File: src/rtl/register_tree_pkg.sv
// Shared op encoding and timing constants for the register-tree priority queue.
package register_tree_pkg;

  localparam int OP_W = 2;

  typedef enum logic [OP_W-1:0] {
    OP_ENQ  = 2'd0,
    OP_DEQ  = 2'd1,
    OP_REPL = 2'd2,
    OP_NOP  = 2'd3
  } op_t;

  // One sweep needs at most one wait plus one cycle per level; two per level is safe.
  function automatic int settle_cycles(input int levels);
    return 2 * levels;
  endfunction

endpackage

File: src/rtl/register_tree_cas.sv
// Three-way compare-and-swap for one parent and its two children.
// Entries are {valid, key, payload}; an invalid entry loses every comparison.
module register_tree_cas
  import register_tree_pkg::*;
#(
  parameter int KEY_W    = 16,
  parameter int PAY_W    = 8,
  parameter int MIN_MODE = 0,
  localparam int ENT_W   = 1 + KEY_W + PAY_W
) (
  input  logic [ENT_W-1:0] parent,
  input  logic [ENT_W-1:0] left,
  input  logic [ENT_W-1:0] right,
  output logic [ENT_W-1:0] new_parent,
  output logic [ENT_W-1:0] new_left,
  output logic [ENT_W-1:0] new_right
);

  logic             pv, lv, rv, bv;
  logic [KEY_W-1:0] pk, lk, rk, bk;
  logic             right_wins, child_wins;
  logic [ENT_W-1:0] best;

  function automatic logic better(input logic [KEY_W-1:0] a, input logic [KEY_W-1:0] b);
    logic res;
    if (MIN_MODE != 0) res = (a < b);
    else               res = (a > b);
    return res;
  endfunction

  assign pv = parent[ENT_W-1];
  assign lv = left[ENT_W-1];
  assign rv = right[ENT_W-1];
  assign pk = parent[ENT_W-2 -: KEY_W];
  assign lk = left[ENT_W-2 -: KEY_W];
  assign rk = right[ENT_W-2 -: KEY_W];

  // Strict comparisons: equal children favour the left, an equal parent stays put.
  assign right_wins = rv && (!lv || better(rk, lk));
  assign best       = right_wins ? right : left;
  assign bv         = best[ENT_W-1];
  assign bk         = best[ENT_W-2 -: KEY_W];
  assign child_wins = bv && (!pv || better(bk, pk));

  always_comb begin
    new_parent = parent;
    new_left   = left;
    new_right  = right;
    if (child_wins) begin
      new_parent = best;
      if (right_wins) new_right = parent;
      else            new_left  = parent;
    end
  end

endmodule

File: src/rtl/register_tree_kv.sv
// Register binary-heap priority queue with {key, payload} entries, kept ordered by
// an odd/even-level systolic compare-and-swap network.
module register_tree_kv
  import register_tree_pkg::*;
#(
  parameter int LEVELS   = 5,
  parameter int KEY_W    = 16,
  parameter int PAY_W    = 8,
  parameter int MIN_MODE = 0
) (
  input  logic              CLK,
  input  logic              RST,
  input  logic              i_valid,
  input  logic [OP_W-1:0]   i_op,
  input  logic [KEY_W-1:0]  i_key,
  input  logic [PAY_W-1:0]  i_payload,
  output logic              o_ready,
  output logic              o_top_valid,
  output logic [KEY_W-1:0]  o_top_key,
  output logic [PAY_W-1:0]  o_top_payload,
  output logic [LEVELS-1:0] o_count,
  output logic              o_full,
  output logic              o_empty,
  output logic              o_err
);

  localparam int N      = (1 << LEVELS) - 1;
  localparam int NP     = (N - 1) / 2;
  localparam int ENT_W  = 1 + KEY_W + PAY_W;
  localparam int SETTLE = settle_cycles(LEVELS);
  localparam int SW     = $clog2(SETTLE + 1);

  typedef struct packed {
    logic             valid;
    logic [KEY_W-1:0] key;
    logic [PAY_W-1:0] payload;
  } node_t;

  node_t             node [N];
  logic [LEVELS-1:0] count;
  logic              phase;
  logic [SW-1:0]     settle;
  logic              err;

  logic [ENT_W-1:0]  cas_p [NP];
  logic [ENT_W-1:0]  cas_l [NP];
  logic [ENT_W-1:0]  cas_r [NP];
  logic [NP-1:0]     cas_act;

  op_t   op;
  node_t entry;
  logic  full, empty, accept, is_err, do_write;

  // Handshake: an op is taken on any edge where i_valid && o_ready; o_ready stays low
  // for the settle window after a state-changing op, and inputs are ignored meanwhile.
  assign op       = op_t'(i_op);
  assign entry    = {1'b1, i_key, i_payload};
  assign full     = (count == N[LEVELS-1:0]);
  assign empty    = (count == '0);
  assign accept   = i_valid && o_ready;
  assign is_err   = ((op == OP_ENQ) && full) || ((op == OP_DEQ) && empty);
  assign do_write = accept && (op != OP_NOP) && !is_err;

  for (genvar p = 0; p < NP; p++) begin : g_cas
    localparam int LVL = $clog2(p + 2) - 1;
    assign cas_act[p] = (phase == ((LVL % 2) == 1));
    register_tree_cas #(
      .KEY_W    (KEY_W),
      .PAY_W    (PAY_W),
      .MIN_MODE (MIN_MODE)
    ) u_cas (
      .parent     (node[p]),
      .left       (node[2*p+1]),
      .right      (node[2*p+2]),
      .new_parent (cas_p[p]),
      .new_left   (cas_l[p]),
      .new_right  (cas_r[p])
    );
  end

  always_ff @(posedge CLK) begin
    if (RST) begin
      for (int i = 0; i < N; i++) node[i] <= '0;
      count  <= '0;
      phase  <= 1'b0;
      settle <= '0;
      err    <= 1'b0;
    end else begin
      phase <= ~phase;
      err   <= accept && is_err;
      if (settle != '0) settle <= settle - 1'b1;

      if (do_write) begin
        settle <= SW'(SETTLE);
        case (op)
          OP_ENQ: begin
            node[count] <= entry;
            count       <= count + 1'b1;
          end
          OP_DEQ: begin
            // With one entry both writes hit the root and the invalidation wins.
            node[0]              <= node[count - 1'b1];
            node[count - 1'b1]   <= '0;
            count                <= count - 1'b1;
          end
          OP_REPL: begin
            node[0] <= entry;
            if (empty) count <= count + 1'b1;
          end
          default: ;
        endcase
      end else begin
        // Active parents sit on alternate levels, so no node is written twice.
        for (int p = 0; p < NP; p++) begin
          if (cas_act[p]) begin
            node[p]     <= cas_p[p];
            node[2*p+1] <= cas_l[p];
            node[2*p+2] <= cas_r[p];
          end
        end
      end
    end
  end

  assign o_ready       = (settle == '0);
  assign o_top_valid   = node[0].valid;
  assign o_top_key     = node[0].key;
  assign o_top_payload = node[0].payload;
  assign o_count       = count;
  assign o_full        = full;
  assign o_empty       = empty;
  assign o_err         = err;

endmodule

File: config.mk
export PLATFORM = sky130hd
export DESIGN_NAME = register_tree_kv
export DESIGN_NICKNAME = d
export VERILOG_FILES = /design/src/rtl/register_tree_pkg.sv /design/src/rtl/register_tree_cas.sv /design/src/rtl/register_tree_kv.sv
export SDC_FILE = /design/constraint.sdc
export NUM_CORES = 2
export LEC_CHECK = 0
export CAP_MARGIN = 30
export CORE_ASPECT_RATIO = 0.5
export CORE_MARGIN = 2
export CORE_UTILIZATION = 30
export DETAILED_ROUTE_END_ITERATION = 12
export PLACE_DENSITY = 0.45
export SETUP_SLACK_MARGIN = 0.02
export SLEW_MARGIN = 40
export SYNTH_ARGS = -nofsm -noshare
export SYNTH_HDL_FRONTEND = slang
export SYNTH_SLANG_ARGS = --single-unit
File: constraint.sdc
create_clock -name CLK -period 10.3 [get_ports CLK]
set_clock_uncertainty 0.2 [all_clocks]
set_input_delay 1.03 -clock CLK [delete_from_list [all_inputs] [get_ports CLK]]
set_output_delay 1.03 -clock CLK [all_outputs]
set_load 0.03 [all_outputs]
==> results.yml <==
cts:
  clk_root_buffer_cell: "sky130_fd_sc_hd__clkbuf_16"
  insertion_delay_ps: 740
  numCtsBuffers: 91
  htree_num_levels: 3
  ctsHoldBuffers: 0
  register_clock_pin_slew_on_the_reported_worst_setup_and_hold_paths_ps: 70
  post_cts.resized_instances: 0
  clock_sinks: 811
  clockBufferDepth: 3
  cts_tree: "done"
  post-cts-setup-buffers: 0
layout:
  storage_cell_area_um2: 24300
  fin_nets: 6327
  fillerInstances: 19900
  fraction_of_layout_instances_using_a_drive_strength_above_1_pct: 11.8
  layout.cells.most_common: "sky130_fd_sc_hd__edfxtp_1"
  mostFrequentLayoutCells: "800 x sky130_fd_sc_hd__edfxtp_1, 740 x sky130_fd_sc_hd__nand2_1, 623 x sky130_fd_sc_hd__o21ai_0"
  multiInputGateArea_um2: 32000
  synthToLayoutAreaGrowth_pct: 12.3
worst_setup_path:
  worstSetupEndpointType: "register"
  crit_path_start_kind: "register"
  critical_path.top_delay_family: "simple AND/OR/NAND/NOR gates"
  reg2regPathDepth: 17
  critical_path.most_common_cell: "sky130_fd_sc_hd__o21ai_0"
  critPathMaxFanout: 23
  worst_r2r_startpoint: "node[18][19]"
  number_of_buffers_and_inverters_on_the_critical_path: 2
  critical-path-slowest-cell: "sky130_fd_sc_hd__nor3_1"
  crit_path_cell_trace: "ha_1 > nand4_1 > nor3_1 > a221o_1 > o221ai_1 > nand2_2 > buf_4 > o22ai_1 > ha_1 > nand4_1 > nor3_1 > a221oi_1 > o21ai_0 > o21ai_0 > o21ai_0 > a32o_1 > buf_4"
  crit_path_max_incr_delay_ps: 750
  r2r_setup_slack_ps: 3350
  worst_ep_required_time_ps: 10530
  timing.rr.end: "node[8][17]"
  worst_ep_arrival_time_ps: 7180
  crit_type: "reg2reg"
floorplan:
  floorplan.initialDensity_pct: 30.2
  num_io_pins: 63
  die-height_um: 318
  coreArea_um2: 197000
  die_area_um2: 202000
  chipWidth_um: 633
  core.rowCount: 115
hold_path:
  worstHoldPathType: "reg2reg"
  timing.hold.worst_endpoint: "settle[3]"
  min_path_cells: 2
  holdCritStartpoint: "settle[3]"
place:
  detailedPlace.worstSlack_ps: 3530
  routabilityCongestion: 1.05
  dpl.hpwl_um: 252000
  port_buffers: 62
global_route:
  grt_start_max_net_pins: 115
  globalRoute.totalOverflow: 0
  antenna_found_initial: 42
  grt_pass1_wl_um: 441000
  grt_usage_pct: 31.7
  grt_pass1_vias: 51300
logic_synthesis:
  synth_top_cell_area_share_pct: 40.5
  yosysWarningCount: 0
  mappedNetlistArea_um2: 59300
  ys_async_sr_fraction_pct: 0
  yosys_most_used_dff: "sky130_fd_sc_hd__edfxtp_1"
  synth_cell_type_count: 87
  synth_edf_count: 800
  mappedNetlistNets: 6451
  synth_cells: 5939
  synthesis.area_per_instance_um2: 9.99
  postSynthRegisterBits: 811
  share_of_the_yosys_chip_area_belonging_to_registers_pct: 40.9
  yosys.area.top_type: "sky130_fd_sc_hd__edfxtp_1"
  ys_top_cells_by_area: "sky130_fd_sc_hd__edfxtp_1 40%, sky130_fd_sc_hd__ha_1 10%, sky130_fd_sc_hd__mux4_2 6.6%"
sta:
  max_slew_margin_pct: 32.4
  finalHoldViolCount: 0
  tightest_slew_ps: 1010
  final_critical_path_setup_slack_ps: 3350
  setup_tns_final_ps: 0
  min_period_over_period_pct: 67.5
  rsz0062_at_grt: "false"
  final_setup_violating_endpoints: 0
  max_slew_violation_total_from_the_final_report: 0
  clock.fmax_mhz: 144
  final.min_clock_period_ps: 6950
routing:
  drcViolationCount: 0
  detail_route.wirelength_um: 329000
  total_number_of_vias: 54100
  avgRoutedWirePerCell_um: 38.5
  first_pass_iters: 6
  detail-route-antenna-nets: 0
  first_iter_violations: 8527
  vias_per_cell: 6.35
run:
  max_cap_viol_count: 0
power_and_ir_drop:
  peakVddDrop_mv: 0.153
  power.total_uw: 21200
  power.density_cell_area_nw_per_um2: 318
  power_leakage_uw: 0.0260
outcome:
  status: "finished clean"
worst max-delay path by stage:
stage                      start           to  cells after the start
finish              node[18][19]  node[8][17]                     17
global route        node[30][13]  node[14][3]                     18
CTS                  node[5][17]   node[6][0]                     18
detailed placement   node[5][23]   node[6][3]                     17
global placement      o_count[0]  node[0][19]                     12
floorplan            node[24][9]  node[24][0]                     18
layer usage:
| layer | GRT usage (%) | vias to the layer above | part of all wire, % |
|---|---|---|---|
| met5 | 0 | - | 0.051 |
| met4 | 14.1 | 24 | 5.2 |
| met3 | 11.4 | 720 | 13 |
| met2 | 46.3 | 3638 | 42 |
| met1 | 41.8 | 27400 | 40 |
| li1 | - | 22300 | - |
synth_stat cells, drive strengths merged (74+ instances only):
cell type / instances
nor2: 271
o21ai: 631
mux4: 175
clkbuf: 314
a21o: 133
nor2b: 74
a21oi: 262
mux2i: 254
o221ai: 136
o211ai: 80
nand3: 120
nand2: 758
mux2: 77
nand4: 108
buf: 148
edfxtp: 800
inv: 454
ha: 483
power by group:
part	internal (uW)	switching, uW	total [uW]
clock	1990	1600	3590
sequential	5050	1700	6750
combinational	3660	7170	10800
flip-flops by register name, indices dropped and copies added (netlist names):
name,count
o_err,1
phase,1
settle,4
node,800
o_count,5
area by class of cell:
type                    count  share of cell area, %
inverters                 455                   2.57
clock inverters            59                  0.990
well taps                2632                   4.94
flip-flops and latches    811                   36.4
clock buffers             102                   3.58
diodes                     11                 0.0413
repair buffers            245                   3.36
multi-input cells        4211                   48.1
kinds of logic after synthesis:
logic type      Yosys count  share of synthesized area [%]
mux                     506                           12.4
xor+xnor                  6                         0.0886
fa+ha+maj               483                           10.2
flops                   811                           40.9
simple gates           1471                           10.9
compound gates         1745                           19.3
buf+inv                 917                           6.20
worst reg2reg max path, delay by kind of cell (launching register included):
family / cells / cell delay, ps
AND/OR/NAND/NOR: 5 / 2360
AO/OA/AOI/OAI: 8 / 2180
buffers and inverters: 2 / 760
adder cells (fa/ha/maj): 2 / 680
flip-flops: 1 / 450
metrics by stage:
stage | hold slack [ps] | instances | cell area, um^2 | util, %
2_1_floorplan | 304 | 5939 | 59300 | -
3_3_place_gp | 318 | 8329 | 63000 | 32.0
3_5_place_dp | 346 | 8353 | 63500 | 32.3
4_1_cts | 355 | 8514 | 66500 | 33.8
5_1_grt | 385 | 8515 | 66600 | 33.9
6_report | 356 | 8526 | 66600 | 33.9
Power figures use the tool's default switching activity.
==> variant (same flow settings) <==
`MIN_MODE` is set to 0 in 2 places; all go to 1.
--- a/src/rtl/register_tree_cas.sv
+++ b/src/rtl/register_tree_cas.sv
@@ -5,7 +5,7 @@
 #(
   parameter int KEY_W    = 16,
   parameter int PAY_W    = 8,
-  parameter int MIN_MODE = 0,
+  parameter int MIN_MODE = 1,
   localparam int ENT_W   = 1 + KEY_W + PAY_W
 ) (
   input  logic [ENT_W-1:0] parent,
--- a/src/rtl/register_tree_kv.sv
+++ b/src/rtl/register_tree_kv.sv
@@ -6,7 +6,7 @@
   parameter int LEVELS   = 5,
   parameter int KEY_W    = 16,
   parameter int PAY_W    = 8,
-  parameter int MIN_MODE = 0
+  parameter int MIN_MODE = 1
 ) (
   input  logic              CLK,
   input  logic              RST,
Function: not settled (the Yosys comparison gave no result); the edit may change what the design does.
==> variant against the original RTL <==
Die area fell by 2.7%; first-iteration DRC count down 14%; global-route usage shrank 1.6 points; wire length fell by 8.0%; setup slack got worse by 730 ps; power up 11%; via count fell by 6.5%; maximum frequency is 9.6% lower; non-clock buffer count shrank 9; sequential share of layout area rose by 1.0 points; cell count fell by 5.4%; area after synthesis decreased by 2.7%; sequential cell count unchanged; cell area decreased by 2.8%; highest routed layer unchanged.
==> variant: results (changes against the original RTL) <==
Run status
  • Status: finished, final reports clean (unchanged)

Logic synthesis
  • Post-Synth Adder-Cell Area: 0.0982 (was 0.102)
  • XOR/XNOR Fraction of Synth Area: 0.000911 (was 0.000886)
  • Synth Area in Compound Gates: 0.186 (was 0.193)
  • Net Count, Synth: 6019 (was 6451)
  • Synth area leaders: edfxtp_1 42%, ha_1 9.8%, mux4_2 8.8% (was edfxtp_1 40%, ha_1 10%, mux4_2 6.6%)
  • Distinct cell type count after synthesis: 94 (was 87)
  • Most frequent cells after synthesis: 800 x edfxtp_1, 755 x o21ai_0, 453 x ha_1 (was 800 x edfxtp_1, 757 x nand2_1, 630 x o21ai_0)

Setup path
  • Slowest stage cell, crit path: a31o_4 (was nor3_1)
  • Crit-path max cell delay: 710 ps (was 750 ps)
  • Reg-to-Reg Start: node[5][21]$_DFFE_PP_ (was node[18][19]$_DFFE_PP_)
  • Crit path max-delay family: compound AO/OA/AOI/OAI gates (was simple AND/OR/NAND/NOR gates)
  • R2R Setup Slk: 2610 ps (was 3350 ps)
  • Crit path DAT: 7850 ps (was 7180 ps)
  • Critical path peak fanout: 25 (was 23)
  • R2r worst-path depth: 18 (was 17)

Global routing
  • Global-route wire length before repair: 411000 um (was 441000 um)
  • Initial antenna violation count: 10 (was 42)
  • Vias in the first global route: 48196 (was 51287)
  • Total track usage: 0.301 (was 0.317)

Power
  • Internal Power: 11800 uW (was 10700 uW)
  • Leakage Power: 0.0252 uW (was 0.0260 uW)
  • Highest ir drop seen on vdd: 0.000210 V (was 0.000153 V)
  • Clock power share: 0.145 (was 0.170)

Place
  • Placed Area: 61800 sq um (was 63500 sq um)
  • Worst slack, placed: 2930 ps (was 3530 ps)
  • Cells after DPL: 7889 (was 8353)
  • Routability congestion estimate: 1.04 (was 1.05)

Drt
  • Drt via density: 6.27 (was 6.35)
  • Initial drt markers: 7326 (was 8527)
  • Drt total wl: 302000 um (was 329000 um)
  • Routed vias: 50584 (was 54113)

Cells and area
  • Final net count: 5938 (was 6327)
  • Fraction of layout cells with a size suffix above 1: 0.140 (was 0.118)

Hold path
  • WHS Endpoint: settle[2]$_SDFFE_PP0N_ (was settle[3]$_SDFFE_PP0P_)

STA
  • Slew HR: 0.364 (was 0.324)
  • Min Tclk post-route: 7690 ps (was 6950 ps)
  • Hold slack: 317 ps (was 356 ps)
==> variant: kinds of logic (layout without fill, tap and decap cells) <==
family                   after synthesis  after routing
AO/OA/AOI/OAI                       1777           1777
AND/OR/NAND/NOR                     1100           1100
buffers and inverters                825            816
flip-flops                           811            811
multiplexers                         565            565
adder cells (fa/ha/maj)              453            453
XOR/XNOR                               6              6
other                                  0              5
==> variant: layer usage <==
layer | share of wire | global-route usage | vias up
li1 | - | - | 20897
met1 | 0.42 | 0.412 | 25609
met2 | 0.42 | 0.443 | 3381
met3 | 0.10 | 0.0671 | 691
met4 | 0.063 | 0.162 | 6
met5 | 0.00012 | 0 | -
==> variant: layout make-up <==
cell class | instances | area (sq um)
antenna | 5 | 12.5
clock buffer | 114 | 2430
clock inverter | 53 | 445
fill | 19105 | 126000
inverter | 413 | 1560
multi-input combinational | 3901 | 30700
sequential | 811 | 24300
tap | 2530 | 3170
timing repair buffer | 236 | 2160
